[config.mk]
export PLATFORM = sky130hd
export DESIGN_NAME = dmem_arbiter
export DESIGN_NICKNAME = d
export VERILOG_FILES = /design/src/rtl/dmem_arbiter.sv
export SDC_FILE = /design/constraint.sdc
export NUM_CORES = 1
export LEC_CHECK = 0
export CAP_MARGIN = 0
export CORE_AREA = 3 3 97 99
export CTS_BUF_LIST = sky130_fd_sc_hd__clkbuf_8
export CTS_CLUSTER_SIZE = 24
export DETAILED_ROUTE_END_ITERATION = 6
export DIE_AREA = 0 0 100 102
export GPL_ROUTABILITY_DRIVEN = 0
export GPL_TIMING_DRIVEN = 0
export PLACE_DENSITY = 0.66
export SLEW_MARGIN = 15
export SYNTH_ARGS = -nofsm -noshare
export SYNTH_HDL_FRONTEND = slang
export SYNTH_SLANG_ARGS = --single-unit
[constraint.sdc]
create_clock -name clk -period 3 [get_ports clk]
set_clock_uncertainty 0.2 [all_clocks]
set_input_delay 0.6 -clock clk [delete_from_list [all_inputs] [get_ports clk]]
set_output_delay 0.6 -clock clk [all_outputs]
set_load 0.01 [all_outputs]
[src/rtl/dmem_arbiter.sv]
// dmem_arbiter: shares one single-port sync data RAM between the RV32I core
// data port and the AES memory master with round-robin arbitration.
//
// Ports:
//   clk, reset        rising-edge clock, synchronous active-high reset
//   cpu_req/we/addr/wdata  core request (byte address), held until done
//   cpu_rdata         read data to core, valid in the core's done cycle
//   cpu_stall         freezes core while its request is outstanding
//   cpu_err           sticky flag: core issued a misaligned access
//   aes_req/we/addr/wdata  AES request (word address), held until aes_done
//   aes_done          one-cycle completion pulse for AES, aes_rdata valid
//   mem_en/we/addr/wdata   RAM command port
//   mem_rdata         RAM read data, one cycle after mem_en
module dmem_arbiter #(
    parameter int ADDR_W = 10,
    parameter int DATA_W = 32
) (
    input  logic              clk,
    input  logic              reset,
    input  logic              cpu_req,
    input  logic              cpu_we,
    input  logic [31:0]       cpu_addr,
    input  logic [DATA_W-1:0] cpu_wdata,
    output logic [DATA_W-1:0] cpu_rdata,
    output logic              cpu_stall,
    output logic              cpu_err,
    input  logic              aes_req,
    input  logic              aes_we,
    input  logic [ADDR_W-1:0] aes_addr,
    input  logic [DATA_W-1:0] aes_wdata,
    output logic              aes_done,
    output logic [DATA_W-1:0] aes_rdata,
    output logic              mem_en,
    output logic              mem_we,
    output logic [ADDR_W-1:0] mem_addr,
    output logic [DATA_W-1:0] mem_wdata,
    input  logic [DATA_W-1:0] mem_rdata
);

    typedef enum logic [2:0] {
        IDLE,
        ISS_CPU,
        DONE_CPU,
        ISS_AES,
        DONE_AES
    } state_t;

    state_t state;
    state_t state_nx;

    // 1 when AES held the last grant; resets to 1 so the core wins first.
    logic last_aes;

    logic              cpu_mis;
    logic [ADDR_W-1:0] cpu_word;
    logic              addr_unused;

    assign cpu_mis  = (cpu_addr[1:0] != 2'b00);
    assign cpu_word = cpu_addr[ADDR_W+1:2];

    // Byte-address bits above the RAM window are deliberately ignored.
    assign addr_unused = ^cpu_addr[31:ADDR_W+2];

    always_ff @(posedge clk) begin
        if (reset) begin
            state    <= IDLE;
            last_aes <= 1'b1;
            cpu_err  <= 1'b0;
        end else begin
            state <= state_nx;
            if (state == ISS_CPU) begin
                last_aes <= 1'b0;
                if (cpu_mis)
                    cpu_err <= 1'b1;
            end
            if (state == ISS_AES)
                last_aes <= 1'b1;
        end
    end

    always_comb begin
        state_nx  = state;
        mem_en    = 1'b0;
        mem_we    = 1'b0;
        mem_addr  = '0;
        mem_wdata = '0;
        cpu_rdata = '0;
        aes_rdata = '0;
        aes_done  = 1'b0;
        unique case (state)
            IDLE: begin
                if (cpu_req && aes_req)
                    state_nx = last_aes ? ISS_CPU : ISS_AES;
                else if (cpu_req)
                    state_nx = ISS_CPU;
                else if (aes_req)
                    state_nx = ISS_AES;
            end
            ISS_CPU: begin
                // A misaligned access never reaches the RAM.
                mem_en    = !cpu_mis;
                mem_we    = cpu_we && !cpu_mis;
                mem_addr  = cpu_word;
                mem_wdata = cpu_wdata;
                state_nx  = DONE_CPU;
            end
            DONE_CPU: begin
                if (!cpu_mis)
                    cpu_rdata = mem_rdata;
                state_nx = aes_req ? ISS_AES : IDLE;
            end
            ISS_AES: begin
                mem_en    = 1'b1;
                mem_we    = aes_we;
                mem_addr  = aes_addr;
                mem_wdata = aes_wdata;
                state_nx  = DONE_AES;
            end
            DONE_AES: begin
                aes_rdata = mem_rdata;
                aes_done  = 1'b1;
                state_nx  = cpu_req ? ISS_CPU : IDLE;
            end
            default: state_nx = IDLE;
        endcase
    end

    assign cpu_stall = cpu_req && (state != DONE_CPU);

endmodule
==> results of run 1 <==
[what timing repair did]
item | CTS | global route
setup endpoints to repair | 44 | 32
hold endpoints to repair | 0 | 0
setup buffers | 1 | 0
hold buffers | 0 | 0
resized for setup | 42 | 7
[metrics by stage]
stage	utilization	hold slack (ps)
after global placement	0.448	250
after global routing	0.454	298
after CTS	0.453	262
after detailed placement	0.448	250
final	0.454	260
after floorplan	-	226
[flip-flops by register name (all words and copies together) (netlist names)]
| register | count |
|---|---|
| state | 3 |
| cpu_err | 1 |
| last_aes | 1 |
[cell type report]
cell class | instances | share of cell area
tap | 108 | 0.0345
inverter | 33 | 0.0316
clock buffer | 3 | 0.0105
timing repair buffer | 235 | 0.589
clock inverter | 1 | 0.000957
buffer | 20 | 0.0392
multi-input combinational | 127 | 0.268
sequential | 5 | 0.0258
[path summary, 6_finish.rpt]
| kind | start | end | slack [ps] | depth (start not counted) |
|---|---|---|---|---|
| max | cpu_addr[1] | cpu_rdata[31] | 80 | 4 |
| min | last_aes | last_aes | 260 | 1 |
| max reg2reg | state[2] | last_aes | 1590 | 3 |
| min reg2reg | last_aes | last_aes | 260 | 1 |
[per-layer routing]
| metal | track usage | wire, um | part of all wire |
|---|---|---|---|
| met1 | 0.189 | 3560 | 0.39 |
| met5 | 0 | 0 | 0 |
| met2 | 0.304 | 4410 | 0.48 |
| met3 | 0.0676 | 1200 | 0.13 |
| met4 | 0.0124 | 25 | 0.0027 |
[worst max-delay path, cell delays in order]
cell,delay (ps)
clkdlybuf4s50_1,440
or2_4,320
nor3_1,170
clkdlybuf4s50_1,580
[power by group through the flow]
stage	combinational [mW]	clock (mW)	sequential, mW
after floorplan	0.179	0	0.0780
final	0.507	0.124	0.0785
after global placement	0.505	0	0.0784
after detailed placement	0.504	0	0.0788
after global routing	0.540	0.131	0.0791
after CTS	0.513	0.128	0.0782
[cell families after synthesis]
group,after synthesis
flip-flops,5
AO/OA/AOI/OAI,48
AND/OR/NAND/NOR,79
buffers and inverters,54
[cells in the mapped netlist]
cell type,n,area (sq um)
nor3_1,3,15.0
a211oi_1,1,7.51
a2111oi_0,1,8.76
or3b_1,1,8.76
buf_6,4,45.0
buf_4,1,7.51
a22o_1,42,368
nor3b_4,1,18.8
and2_1,33,206
a21oi_1,1,5.00
nand2b_1,4,25.0
and3b_1,1,8.76
inv_1,33,124
o41ai_1,1,8.76
nor3_2,30,300
nor2_1,2,7.51
nor3b_2,1,12.5
clkbuf_1,7,26.3
or2_2,2,12.5
dfxtp_1,5,100
a32o_1,1,10.0
nor4bb_1,1,10.0
buf_2,9,45.0
a211o_1,1,8.76
==> flow_summary.ini, run 1 <==
[route]
drc_errors = 0
drt_iter0_markers = 29
wl_per_cell_um = 17.3
drt_wl_total_mm = 9.19
firstDrtPassIters = 4
ant_nets = 0
vias = 2281
vias_per_cell = 4.29

[sta]
fin_ws_ps = 83.2
finalHoldViolCount = 0
timing.fmax_mhz = 343
worst_pin_slew_ps = 326
rsz0062_at_grt = false
final-setup-viol-count = 0
slew_headroom = 0.777
fin_crit_sh = 0.972
fin_crit_ps = 2920
slew_viol_final = 0
finalSetupTns_ps = 0

[global_route]
antenna_found_initial = 0
grt_pass1_vias = 2451
grt_pass1_wl_mm = 13.4
grt_max_degree = 11
grt_usage = 0.166
gr-total-overflow = 0

[power]
p_switching_mw = 0.235
power_density_nw_per_um2 = 181
p_int_mw = 0.474
finalPower_mw = 0.709
switching_share = 0.332
p_leak_nw = 1.69
power_frac_comb = 0.715
power_frac_seq = 0.111
p_clk_frac = 0.175
ir_drop_uv = 121

[yosys]
ys_types = 24
synth_area_per_cell_sq_um = 7.47
ys_ff_latch = 5
netlist_instances = 186
ys_seq_area_frac = 0.0720
synthMuxAreaShare = 0
synthSimpleGateAreaFrac = 0.450
synthXorXnorAreaFrac = 0
syn_area_sq_um = 1390
synth_top_family_by_area = simple AND/OR/NAND/NOR gates
synth_fp_nets = 330
yosysWarnings = 0
synth_compound_area_frac = 0.300
yosys.area_share.adder = 0

[worst_setup_path]
cp-end-kind = output port
startpoint_type = primary input
critPathRequiredTime_ps = 2200
arrival_ps = 2120
path_class = primary input to output port
critPathMaxFanout = 6

[placed_design]
preCtsSetupSlack_ps = -521
place_area_sq_um = 3870
dp_hpwl_mm = 7.72
post-place-cells = 528
io_buffers = 234

[layout]
layout_common_cells = 203 x clkdlybuf4s50_1, 42 x a22o_1, 34 x inv_1
instances_no_fill = 532
final_common_cell = clkdlybuf4s50_1
antenna_cells_inserted = 0
final_nets = 569
finish.instance_area_sq_um = 3920
seq_area_sq_um = 101
multi_input_comb_area_sq_um = 1050
area_growth_syn_to_layout_pct = 182
layout-drive-gt1-share = 0.139
n_fill_cell = 868

[min_path]
min_path_type = flip-flop to flip-flop

[run]
cap_violations = 0

[clock_tree]
cts.reportedPaths.clkPinSlew_ps = 40
cts_tree = built
clk_latency_ps = 230
cts_root_buffer = clkbuf_8
cts_buffers = 3
clockBufferDepth = 2
cts.sinks = 5
h-tree-depth = 1

[die]
fp.dieW_um = 100
die_height_um = 102
ios = 255
start_util = 0.161
rows = 34
core_area_sq_um = 8640
dieArea_sq_um = 10200

[status]
status = finished clean
Power figures use the tool's default switching activity.
==> inputs of run 2 (changes only) <==
REMOVE_ABC_BUFFERS = 1   (was not set)
==> run 2 against run 1 <==
Compared with the run above: total power down 0.25%; non-clock buffer count down 16; core utilization down 0.13 points; clock power about the same; critical path depth down 1; sequential power up 5.7%; global-route usage down 0.23 points; register-to-register slack worse by 90 ps; critical endpoint is now mem_wdata[22]; largest power group unchanged.
==> flow_summary.ini, run 2 (synthesis gave the netlist of run 1 again) <==
[route]
vias = 2286
firstDrtPassIters = 4
drc_errors = 0
top_layer = met3
ant_nets = 0
wl_met3_mm = 1.13
wl_met1_mm = 3.68
drt_wl_total_mm = 9.12
drt_iter0_markers = 64
wl_per_cell_um = 17.6
vias_per_cell = 4.41
wl_met2_mm = 4.31

[sta]
finalHoldViolCount = 0
fin_crit_sh = 0.965
finalSetupTns_ps = 0
slew_viol_final = 0
timing.fmax_mhz = 345
fin_crit_ps = 2900
worst_pin_slew_ps = 552
rsz0062_at_grt = false
final-setup-viol-count = 0
slew_headroom = 0.632

[min_path]
min_path_type = flip-flop to flip-flop

[power]
p_switching_mw = 0.233
finalPower_mw = 0.708
p_leak_nw = 1.52
p_int_mw = 0.474
p_clk_frac = 0.172
power_frac_comb = 0.711
switching_share = 0.330
ir_drop_uv = 117
power_frac_seq = 0.117
power_density_nw_per_um2 = 181

[placed_design]
io_buffers = 234
dp_hpwl_mm = 7.10

[layout]
layout_common_cells = 229 x clkdlybuf4s50_1, 42 x a22o_1, 34 x inv_1
n_fill_cell = 863
largest_register_ffs = 3
final_common_cell = clkdlybuf4s50_1
layout-drive-gt1-share = 0.117
top_register = state
final_nets = 555
area_growth_syn_to_layout_pct = 181
antenna_cells_inserted = 0
top_regs = state x3, cpu_err x1, last_aes x1

[status]
status = finished clean

[die]
start_util = 0.161
dieArea_sq_um = 10200
die_height_um = 102
ios = 255
rows = 34
core_area_sq_um = 8640
fp.dieW_um = 100

[global_route]
grt_max_degree = 45
grt_usage = 0.163
antenna_found_initial = 0
grt_pass1_vias = 2421
grt_pass1_wl_mm = 13.2
gr-total-overflow = 0

[clock_tree]
h-tree-depth = 1
cts_tree = built
clk_latency_ps = 220
cts_buffers = 3
cts.reportedPaths.clkPinSlew_ps = 40
hold_buffers = 0
cts.sinks = 5
cts_root_buffer = clkbuf_8
clockBufferDepth = 2

[worst_setup_path]
path_class = flip-flop to output port
cp_slowest_cell = and3b_4
cp-end-kind = output port
arrival_ps = 2100
critPathRequiredTime_ps = 2200
critPathMaxFanout = 44
crit_chain = and3b_4 -> a22o_1 -> clkdlybuf4s50_1
slowest_delay_ps = 680
path_delay_family = simple AND/OR/NAND/NOR gates
crit_buf_inv = 1
startpoint_type = flip-flop

[run]
cap_violations = 0
run 2: changes by cell type in the layout (fill, tap and decap cells not counted), moves of 2 or more:
cell | previous run | this run
dlygate4sd2_1 | 31 | 3
clkdlybuf4s50_1 | 203 | 229
buf_2 | 9 | 0
buf_6 | 4 | 0
buf_8 | 0 | 3
clkbuf_2 | 3 | 0
clkbuf_8 | 6 | 3
buf_12 | 0 | 2
buf_4 | 2 | 0
dlymetal6s2s_1 | 0 | 2
or2_4 | 1 | 3
run 2: final timing paths:
check,from,end,slack (ps),depth (start not counted)
hold / removal,cpu_err,cpu_err,270,2
setup / recovery,state[2],mem_wdata[22],100,3
hold reg to reg,cpu_err,cpu_err,270,2
setup reg to reg,state[2],last_aes,1500,2
run 2: what timing repair did:
action,CTS,global route
setup endpoints to repair,77,20
setup buffers,0,1
resized for setup,10,2
gates cloned,2,0
pin swaps,3,1
run 2: area by class of cell:
| type | instances | area (sq um) | area share |
|---|---|---|---|
| clock buffers | 3 | 41.3 | 0.0106 |
| clock inverters | 1 | 3.75 | 0.000960 |
| inverters | 33 | 124 | 0.0317 |
| multi-input cells | 129 | 1070 | 0.275 |
| flip-flops and latches | 5 | 103 | 0.0262 |
| well taps | 108 | 135 | 0.0346 |
| repair buffers | 239 | 2430 | 0.621 |
run 2: metal layers:
layer	track usage	vias up
li1	-	1099
met1	0.203	1044
met2	0.284	143
met3	0.0546	0
met4	0.0197	0
met5	0	-
run 2: worst reg2reg max path, delay by kind of cell, from the launching register on:
family           cells  cell delay [ps]
flip-flops           1              370
AO/OA/AOI/OAI        1              190
AND/OR/NAND/NOR      1              680
run 2: through the flow:
step           area [sq um]  setup slack, ps  utilization  hold WS (ps)  cells
2_1_floorplan          1270              365            -           226    165
3_3_place_gp           3740             -599        0.433           235    507
3_5_place_dp           3820             -355        0.442           253    511
4_1_cts                3880             43.7        0.450           283    517
5_1_grt                3910             16.6        0.453           295    518
6_report               3910              105        0.453           273    518
run 2: power by group through the flow:
stage               clock (mW)  combinational (mW)  sequential (mW)
floorplan                    0               0.155           0.0805
global placement             0               0.480           0.0812
detailed placement           0               0.494           0.0827
CTS                      0.122               0.505           0.0827
global route             0.130               0.535           0.0837
finish                   0.121               0.503           0.0830
